<file path="src/rtl/gameconsole_pkg.sv">
// Shared types and defaults for the game console video subsystem.
package gameconsole_pkg;

  localparam int TILE_ADDR_W    = 12;
  localparam int TILE_DATA_W    = 16;
  localparam int VRAM_RD_LAT    = 1;
  localparam int VRAM_MAX_BURST = 8;

  // Port B arbiter states.
  typedef enum logic [1:0] {
    IDLE     = 2'd0,
    BG_BURST = 2'd1,
    SP_BURST = 2'd2
  } arb_state_t;

  // Requester identity, also used as the response tag.
  typedef enum logic {
    REQ_BG = 1'b0,
    REQ_SP = 1'b1
  } req_id_t;

  function automatic req_id_t other_req(input req_id_t id);
    if (id == REQ_BG) return REQ_SP;
    return REQ_BG;
  endfunction

endpackage

</file>
<file path="src/rtl/vram_rsp_pipe.sv">
// Valid + owner tag delay line matching the VRAM read latency, so each
// read response is steered back to the engine that issued the beat.
module vram_rsp_pipe
  import gameconsole_pkg::*;
#(
  parameter int RD_LAT = VRAM_RD_LAT
) (
  input  logic    clk,
  input  logic    rst,
  input  logic    issue,
  input  req_id_t owner,
  output logic    valid,
  output req_id_t valid_owner
);

  logic [RD_LAT-1:0] vld_sr;
  logic [RD_LAT-1:0] own_sr;

  // Shift issue/owner through RD_LAT stages; reset drops anything in flight.
  always_ff @(posedge clk or posedge rst) begin
    if (rst) begin
      vld_sr <= '0;
      own_sr <= '0;
    end else begin
      vld_sr[0] <= issue;
      own_sr[0] <= owner;
      for (int i = 1; i < RD_LAT; i++) begin
        vld_sr[i] <= vld_sr[i-1];
        own_sr[i] <= own_sr[i-1];
      end
    end
  end

  assign valid       = vld_sr[RD_LAT-1];
  assign valid_owner = req_id_t'(own_sr[RD_LAT-1]);

endmodule

</file>
<file path="src/rtl/vram_portb_arbiter.sv">
// Read-only VRAM port B arbiter between the background and sprite engines.
// Grants are combinational (beat 1 in the same cycle as the request), bursts
// are capped at MAX_BURST beats, and priority flips on every release so that
// a waiting engine always gets the next beat.
//
// state    | meaning
// IDLE     | no owner; pick a winner this cycle (prio breaks ties)
// BG_BURST | background engine owns the port, beats while bg_req=1
// SP_BURST | sprite engine owns the port, beats while sp_req=1
module vram_portb_arbiter
  import gameconsole_pkg::*;
#(
  parameter int ADDR_W    = TILE_ADDR_W,
  parameter int DATA_W    = TILE_DATA_W,
  parameter int RD_LAT    = VRAM_RD_LAT,
  parameter int MAX_BURST = VRAM_MAX_BURST
) (
  input  logic              clk,
  input  logic              rst,
  input  logic              bg_req,
  input  logic              bg_last,
  input  logic [ADDR_W-1:0] bg_addr,
  output logic              bg_gnt,
  output logic              bg_rvalid,
  output logic [DATA_W-1:0] bg_rdata,
  input  logic              sp_req,
  input  logic              sp_last,
  input  logic [ADDR_W-1:0] sp_addr,
  output logic              sp_gnt,
  output logic              sp_rvalid,
  output logic [DATA_W-1:0] sp_rdata,
  output logic              ram_en,
  output logic [ADDR_W-1:0] ram_addr,
  input  logic [DATA_W-1:0] ram_dout
);

  localparam int              CNT_W   = $clog2(MAX_BURST + 1);
  localparam logic [CNT_W-1:0] CNT_MAX = CNT_W'(MAX_BURST);
  localparam logic [CNT_W-1:0] CNT_ONE = CNT_W'(1);

  arb_state_t       state, state_nxt;
  req_id_t          prio, prio_nxt;
  logic [CNT_W-1:0] cnt, cnt_nxt;

  logic    beat;
  logic    beat_ok;
  req_id_t beat_owner;
  logic    beat_last;
  logic    rsp_valid;
  req_id_t rsp_owner;

  // Choose who beats this cycle and where the FSM goes next.
  always_comb begin
    state_nxt  = state;
    prio_nxt   = prio;
    cnt_nxt    = cnt;
    beat       = 1'b0;
    beat_owner = REQ_BG;
    beat_last  = 1'b0;

    case (state)
      IDLE: begin
        if (bg_req && (!sp_req || prio == REQ_BG)) begin
          beat       = 1'b1;
          beat_owner = REQ_BG;
          beat_last  = bg_last;
        end else if (sp_req) begin
          beat       = 1'b1;
          beat_owner = REQ_SP;
          beat_last  = sp_last;
        end
        if (beat) begin
          if (beat_last) begin
            // Single-beat grant: stay idle but hand priority over.
            prio_nxt = other_req(beat_owner);
            cnt_nxt  = '0;
          end else begin
            if (beat_owner == REQ_BG) state_nxt = BG_BURST;
            else                      state_nxt = SP_BURST;
            cnt_nxt = CNT_ONE;
          end
        end
      end

      BG_BURST, SP_BURST: begin
        if (state == BG_BURST) begin
          beat_owner = REQ_BG;
          beat       = bg_req;
          beat_last  = bg_last;
        end else begin
          beat_owner = REQ_SP;
          beat       = sp_req;
          beat_last  = sp_last;
        end
        // Owner dropping its request releases without a beat; otherwise the
        // burst ends on last or when the beat cap is reached.
        if (!beat || beat_last || (cnt + CNT_ONE) == CNT_MAX) begin
          state_nxt = IDLE;
          prio_nxt  = other_req(beat_owner);
          cnt_nxt   = '0;
        end else begin
          cnt_nxt = cnt + CNT_ONE;
        end
      end

      default: begin
        state_nxt = IDLE;
        cnt_nxt   = '0;
      end
    endcase
  end

  // FSM, priority pointer and beat counter registers.
  always_ff @(posedge clk or posedge rst) begin
    if (rst) begin
      state <= IDLE;
      prio  <= REQ_BG;
      cnt   <= '0;
    end else begin
      state <= state_nxt;
      prio  <= prio_nxt;
      cnt   <= cnt_nxt;
    end
  end

  // Grants and the RAM port are combinational but forced quiet during reset.
  assign beat_ok  = beat & ~rst;
  assign bg_gnt   = beat_ok && (beat_owner == REQ_BG);
  assign sp_gnt   = beat_ok && (beat_owner == REQ_SP);
  assign ram_en   = beat_ok;
  assign ram_addr = !beat_ok               ? '0      :
                    (beat_owner == REQ_BG) ? bg_addr : sp_addr;

  vram_rsp_pipe #(
    .RD_LAT (RD_LAT)
  ) u_rsp_pipe (
    .clk         (clk),
    .rst         (rst),
    .issue       (beat_ok),
    .owner       (beat_owner),
    .valid       (rsp_valid),
    .valid_owner (rsp_owner)
  );

  // The RAM data bus fans out to both engines; rvalid says whose it is.
  assign bg_rvalid = rsp_valid && (rsp_owner == REQ_BG);
  assign sp_rvalid = rsp_valid && (rsp_owner == REQ_SP);
  assign bg_rdata  = rst ? '0 : ram_dout;
  assign sp_rdata  = rst ? '0 : ram_dout;

endmodule
</file>
<file path="config.mk">
export PLATFORM = sky130hd
export DESIGN_NAME = vram_portb_arbiter
export DESIGN_NICKNAME = d
export VERILOG_FILES = /design/src/rtl/gameconsole_pkg.sv /design/src/rtl/vram_rsp_pipe.sv /design/src/rtl/vram_portb_arbiter.sv
export SDC_FILE = /design/constraint.sdc
export NUM_CORES = 1
export LEC_CHECK = 0
export CELL_PAD_IN_SITES_DETAIL_PLACEMENT = 1
export CELL_PAD_IN_SITES_GLOBAL_PLACEMENT = 1
export CORE_AREA = 2 2 72 74
export CTS_BUF_LIST = sky130_fd_sc_hd__clkbuf_4
export DETAILED_ROUTE_END_ITERATION = 7
export DIE_AREA = 0 0 74 76
export GPL_TIMING_DRIVEN = 1
export PLACE_DENSITY = 0.94
export SLEW_MARGIN = 20
export SYNTH_ARGS = -nofsm -noshare
export SYNTH_HDL_FRONTEND = slang
export SYNTH_HIERARCHICAL = 1
export SYNTH_SLANG_ARGS = --single-unit
</file>
<file path="constraint.sdc">
create_clock -name clk -period 5.8 [get_ports clk]
set_input_delay 1.74 -clock clk [delete_from_list [all_inputs] [get_ports clk]]
set_output_delay 1.74 -clock clk [all_outputs]
set_load 0.02 [all_outputs]
</file>
Yosys cells after proc, flatten, opt, wreduce, memory -nomap -nowiden
Index checks and enable logic that the tools add are counted.
- output and inout port bits: 49
- input port bits: 46
- register bits after elaboration: 9
- bitwise gates (word level): 5
- reduce and logical (&&, ||, !) cells: 15
- muxes and demuxes: 43
- add/subtract/negate cells: 1
- equal/unequal tests: 7
- operators by type and width (kind ; count):
    $mux W1 ; 29
    $mux W12 ; 2
    $mux W16 ; 1
    $mux W2 ; 4
    $mux W4 ; 2
    $ne A2 B2 Y1 const B ; 4
    $pmux W4 S2 ; 1
    $pmux W1 S2 ; 3
    $logic_and A1 B1 Y1 ; 5
    $add A4 B1 Y4 const B ; 1
    $eq A4 B4 Y1 const B ; 1
    $not A1 Y1 ; 4
    $pmux W2 S2 ; 1
    $reduce_and A4 Y1 ; 1
    $logic_or A1 B1 Y1 ; 3
    $reduce_and A3 Y1 ; 1
    $eq A2 B1 Y1 const B ; 1
    $eq A2 B2 Y1 const B ; 1
    $logic_not A1 Y1 ; 2
    $logic_not A2 Y1 ; 1
    $reduce_bool A2 Y1 ; 1
    $reduce_or A2 Y1 ; 1
    $and A1 B1 Y1 ; 1

Longest topological paths before layout
- depth after elaboration: 13
- gate-level depth with buffers: 7
- depth with buffers taken out: 7

Cells and area by module
Netlist, hierarchy kept.
- by module, submodules not included (module ; area each (µm²) ; cells an instance ; sequential area each (µm²) ; instances):
    vram_portb_arbiter ; 1031.0 ; 130 ; 175.2 ; 1
    vram_rsp_pipe ; 53.8 ; 3 ; 50.0 ; 1

Worst setup path after synthesis
Ideal clock, no wire load.
- path type: input to output
- from: input port bg_req
- to: output port ram_addr[10]
- cell stages on the path: 6
- buffers on the path: 1
- path slack: 1279 ps
- arrival time: 2781 ps
- data required time: 4060 ps
- path through: nand2b_1 > nand3_1 > mux2_2 > buf_6 > mux2i_1 > nor2_1
- cells in the longest elaborated chain, start to end: 6
- elaborated cells between the ends (all ways): 12
- those cells by class: 10 x mux; 1 x bitwise; 1 x reduce/logical
- RTL lines (what ; RTL line ; text):
    from (decl) ; vram_portb_arbiter.sv:20 ; input logic bg_req,
    $logic_and A1 B1 Y1 ; vram_portb_arbiter.sv:63 ; if (bg_req && (!sp_req || prio == REQ_BG)) begin
    $mux W1 ; vram_portb_arbiter.sv:63 ;
    $mux W1 ; vram_portb_arbiter.sv:61 ; case (state)
    $pmux W1 S2 ; vram_portb_arbiter.sv:61 ;
    $mux W12 or $and A1 B1 Y1 (tied branches) ; vram_portb_arbiter.sv:132, vram_portb_arbiter.sv:127 ;
    $mux W12 (*) ; vram_portb_arbiter.sv:131 ; assign ram_addr = !beat_ok ? '0 :
    to (decl) ; vram_portb_arbiter.sv:33 ; output logic [ADDR_W-1:0] ram_addr,
Every way passes the cells marked *; elsewhere a longest branch is shown, timed or not. The select of a mux whose other input is x is not followed.

Worst setup path after layout
- from: input port bg_req
- to: output port sp_gnt
- cells in the longest elaborated chain, start to end: 6
- elaborated cells between the ends (all ways): 11
- those cells by class: 8 x mux; 1 x bitwise; 2 x reduce/logical
- RTL lines (what ; RTL line ; text):
    $logic_and A1 B1 Y1 ; vram_portb_arbiter.sv:63 ;
    $mux W1 ; vram_portb_arbiter.sv:63 ;
    $mux W1 ; vram_portb_arbiter.sv:61 ;
    $pmux W1 S2 ; vram_portb_arbiter.sv:61 ;
    $and A1 B1 Y1 ; vram_portb_arbiter.sv:127 ; assign beat_ok = beat & ~rst;
    $logic_and A1 B1 Y1 (*) ; vram_portb_arbiter.sv:129 ; assign sp_gnt = beat_ok && (beat_owner == REQ_SP);
    to (decl) ; vram_portb_arbiter.sv:29 ; output logic sp_gnt,
Marks and branches as above.

==> out/results.md <==
| Parameter | This run |
| --- | --- |
| Setup repair after global routing missed its margin | false |
| CTS buffer count | 3 |
| Area share of the leading cell type in the synthesized netlist | 0.2076 |
| Drt total wl | 3.387 mm |
| Post-CTS repair timing setup buffer count | 0 |
| Clock tree from TritonCTS | built |
| Total of cells resized after clock tree synthesis | 0 |
| Dominant cell type by area after synthesis | sky130_fd_sc_hd__dfrtp_1 |
| Worst setup EP type | output pin |
| Part of the Yosys area used for sequential elements | 0.2076 |
| Vias | 1217 |
| Die Height | 76 um |
| Net count of the finished layout | 265 |
| Most frequent cells in the layout | sky130_fd_sc_hd__clkdlybuf4s50_1, sky130_fd_sc_hd__nor2_1, sky130_fd_sc_hd__nor2b_1, sky130_fd_sc_hd__mux2i_1 |
| Row cnt | 26 |
| Distinct cells, synth | 33 |
| Critical path launch point type | primary input |
| Syn Inst Count | 133 |
| Floorplan die area | 5624 um^2 |
| Share of the core filled with cells in the final layout | 0.4083 |
| Dpl hpwl | 2.837 mm |
| TritonRoute pass-1 iters | 4 |
| Arrival time reported for the critical path endpoint | 3.90 ns |
| Synth Register Bits | 9 |
| Clk_skew | 0.002219 ns |
| Horizontal die dimension | 74 um |
| Minimum period implied by the final worst setup slack | 5.641 ns |
| Area of combinational cells with multiple inputs | 680.7 um^2 |
| Port Buffers | 94 |
| Placeable core region | 4912 um^2 |
| Hold path startpoint | prio$_DFFE_PP0P_ |
| Worst vdd rail ir drop | 0.1528 mV |
| CTS H-Tree Depth | 1 |
| Layout area overhead | 84.89% |
| Max-cap violation count | 0 |
| Normalized max-slew margin | 0.6261 |
| Antenna diode count | 0 |
| Maximum clock rate | 177.3 MHz |
| Buffer depth of the longest clock path | 2 |
| Total nets after synthesis | 184 |
| Global-route total usage across every layer | 0.1256 |
| Sum of negative setup slack | 0 ns |
| Violation count after the first detailed-route iteration | 26 |
| Initial antenna violation count | 0 |
| Vias in the first global route | 1237 |
| Hold Vio Cnt, Final | 0 |
| Critical-path maximum fanout | 15 |
| Leading cell type in the layout, fill and taps excluded | sky130_fd_sc_hd__clkdlybuf4s50_1 |
| Num ports | 95 |
| Netlist area before placement | 1085 um^2 |
| Beginning of the worst register-to-register path | state[1]$_DFFE_PP0P_ |
| Number of pins with negative max-slew slack in the final report | 0 |
| First-pass GRT wire length | 5.678 mm |
| Type of the worst setup path | in2out |
| Layout cells sized above 1 | 0.06103 |
| Maximum number of pins on one net before global-route repair | 19 |
| Final cycle utilization of the critical path | 0.9726 |
| Total global routing overflow | 0 |
| Number of fill cells in the layout | 573 |
| Quantity of hold-fixing buffers added after cts | 0 |
| Number of cells in the design after placement | 279 |
| Antenna viol nets, final | 0 |
| Register cell area after layout | 225.2 um^2 |
| Actual transition at the worst max-transition pin | 0.5585 ns |
| Sink count of the clock tree | 9 |
| Initial core utilization | 0.2208 |
| Average via count per standard cell | 4.300 |
| Outcome | finished, final reports clean |
| Buffer type at the clock tree root | sky130_fd_sc_hd__clkbuf_4 |
| Post-Syn Area per Cell | 8.156 um^2 |
| Final Setup Violations | 0 |
| Static Leak | 0.8422 nW |
| Count of non-filler cells in the finished layout | 283 |
| First element of the critical path | bg_req |
| Later-pin clock latency in the skew report | 0.27 ns |
| Gpl congestion | 0.7944 |
| PD cells | 279.5 nW/um^2 |
| Data required time of the worst path | 4.06 ns |
| Main area contributors after synthesis | sky130_fd_sc_hd__dfrtp_1, sky130_fd_sc_hd__mux2i_1, sky130_fd_sc_hd__buf_4 |
| Per-cell routed wire length | 11.97 um |
| Warnings from Yosys | 6 |
| CTS clock-pin slew for the worst setup and hold paths | 0.07 ns |
| DRC violations left | 0 |
| Class of the tightest hold or removal check | reg2reg |
[critical path: stages]
cell and delay [ns]:
sky130_fd_sc_hd__clkdlybuf4s50_1 0.58, sky130_fd_sc_hd__o21a_1 0.15, sky130_fd_sc_hd__nor2_1 0.04, sky130_fd_sc_hd__a2111o_2 0.59, sky130_fd_sc_hd__nor2_1 0.17, sky130_fd_sc_hd__clkdlybuf4s50_1 0.62
[power by group]
group | internal (mW) | switching, mW
logic | 0.197 | 0.206
clock network | 0.0313 | 0.0248
registers | 0.0830 | 0.0182
total | 0.311 | 0.249
[final timing paths]
kind / to / slack (ns) / cells after the start
max in group asynchronous: state[0]$_DFFE_PP0P_ / 3.58 / 3
min: prio$_DFFE_PP0P_ / 0.54 / 1
max reg2reg: state[0]$_DFFE_PP0P_ / 3.79 / 7
min reg2reg: prio$_DFFE_PP0P_ / 0.54 / 1
min in group asynchronous: u_rsp_pipe/valid$_DFF_PP0_ / 1.91 / 3
max: sp_gnt / 0.16 / 6
[flip-flops by register name (all words and copies together), names as in the netlist]
| signal | flops |
|---|---|
| state | 2 |
| u_rsp_pipe/valid | 1 |
| u_rsp_pipe/valid_owner | 1 |
| prio | 1 |
| cnt | 4 |
[cells in the mapped netlist (all sizes together)]
master / count
a32oi: 1
nand2: 6
and3: 1
and2: 4
nand2b: 1
nor3b: 2
ha: 5
a31o: 1
a22o: 2
o211ai: 1
a2111o: 1
o31ai: 2
mux2i: 14
dfrtp: 9
o21a: 2
a211o: 1
clkbuf: 1
nand3: 2
mux2: 2
a21oi: 2
nor3: 3
nor2: 19
buf: 18
and3b: 1
a41oi: 1
xnor2: 1
o21ai: 4
inv: 9
nor2b: 17
[cell families (layout without fill, tap and decap cells)]
group,after synthesis,after routing,share of synthesized area
AND/OR/NAND/NOR,56,56,0.2734
adder cells (fa/ha/maj),5,5,0.05767
flip-flops,9,9,0.2076
AO/OA/AOI/OAI,18,18,0.1373
XOR/XNOR,1,1,0.008075
buffers and inverters,28,108,0.1661
multiplexers,16,16,0.1499
[layer usage]
layer,global-route usage,routed length [um],part of all wire
met5,0,0,0
met3,0.03042,352,0.10
met2,0.2286,1737,0.51
met1,0.1321,1239,0.37
met4,0.05455,57,0.017
[per-stage QoR]
step / cell area, um^2 / setup WS, ns / power (mW) / hold slack (ns)
6_report: 2006 / 0.1589 / 0.5605 / 0.5400
5_1_grt: 2006 / 0.04180 / 0.6032 / 0.5610
4_1_cts: 2004 / 0.07932 / 0.5661 / 0.5382
3_5_place_dp: 1974 / 0.07777 / 0.5090 / 0.5193
3_3_place_gp: 1974 / 0.1576 / 0.4955 / 0.4975
2_1_floorplan: 1085 / 1.279 / 0.3658 / 0.4777
[final cells by class]
type / instances / area share
Timing Repair Buffer: 95 / 0.4729
Multi-Input combinational cell: 96 / 0.3394
Sequential cell: 9 / 0.1123
Tap cell: 70 / 0.04367
Inverter: 9 / 0.01684
Clock buffer: 4 / 0.01497
Power figures use the tool's default switching activity.
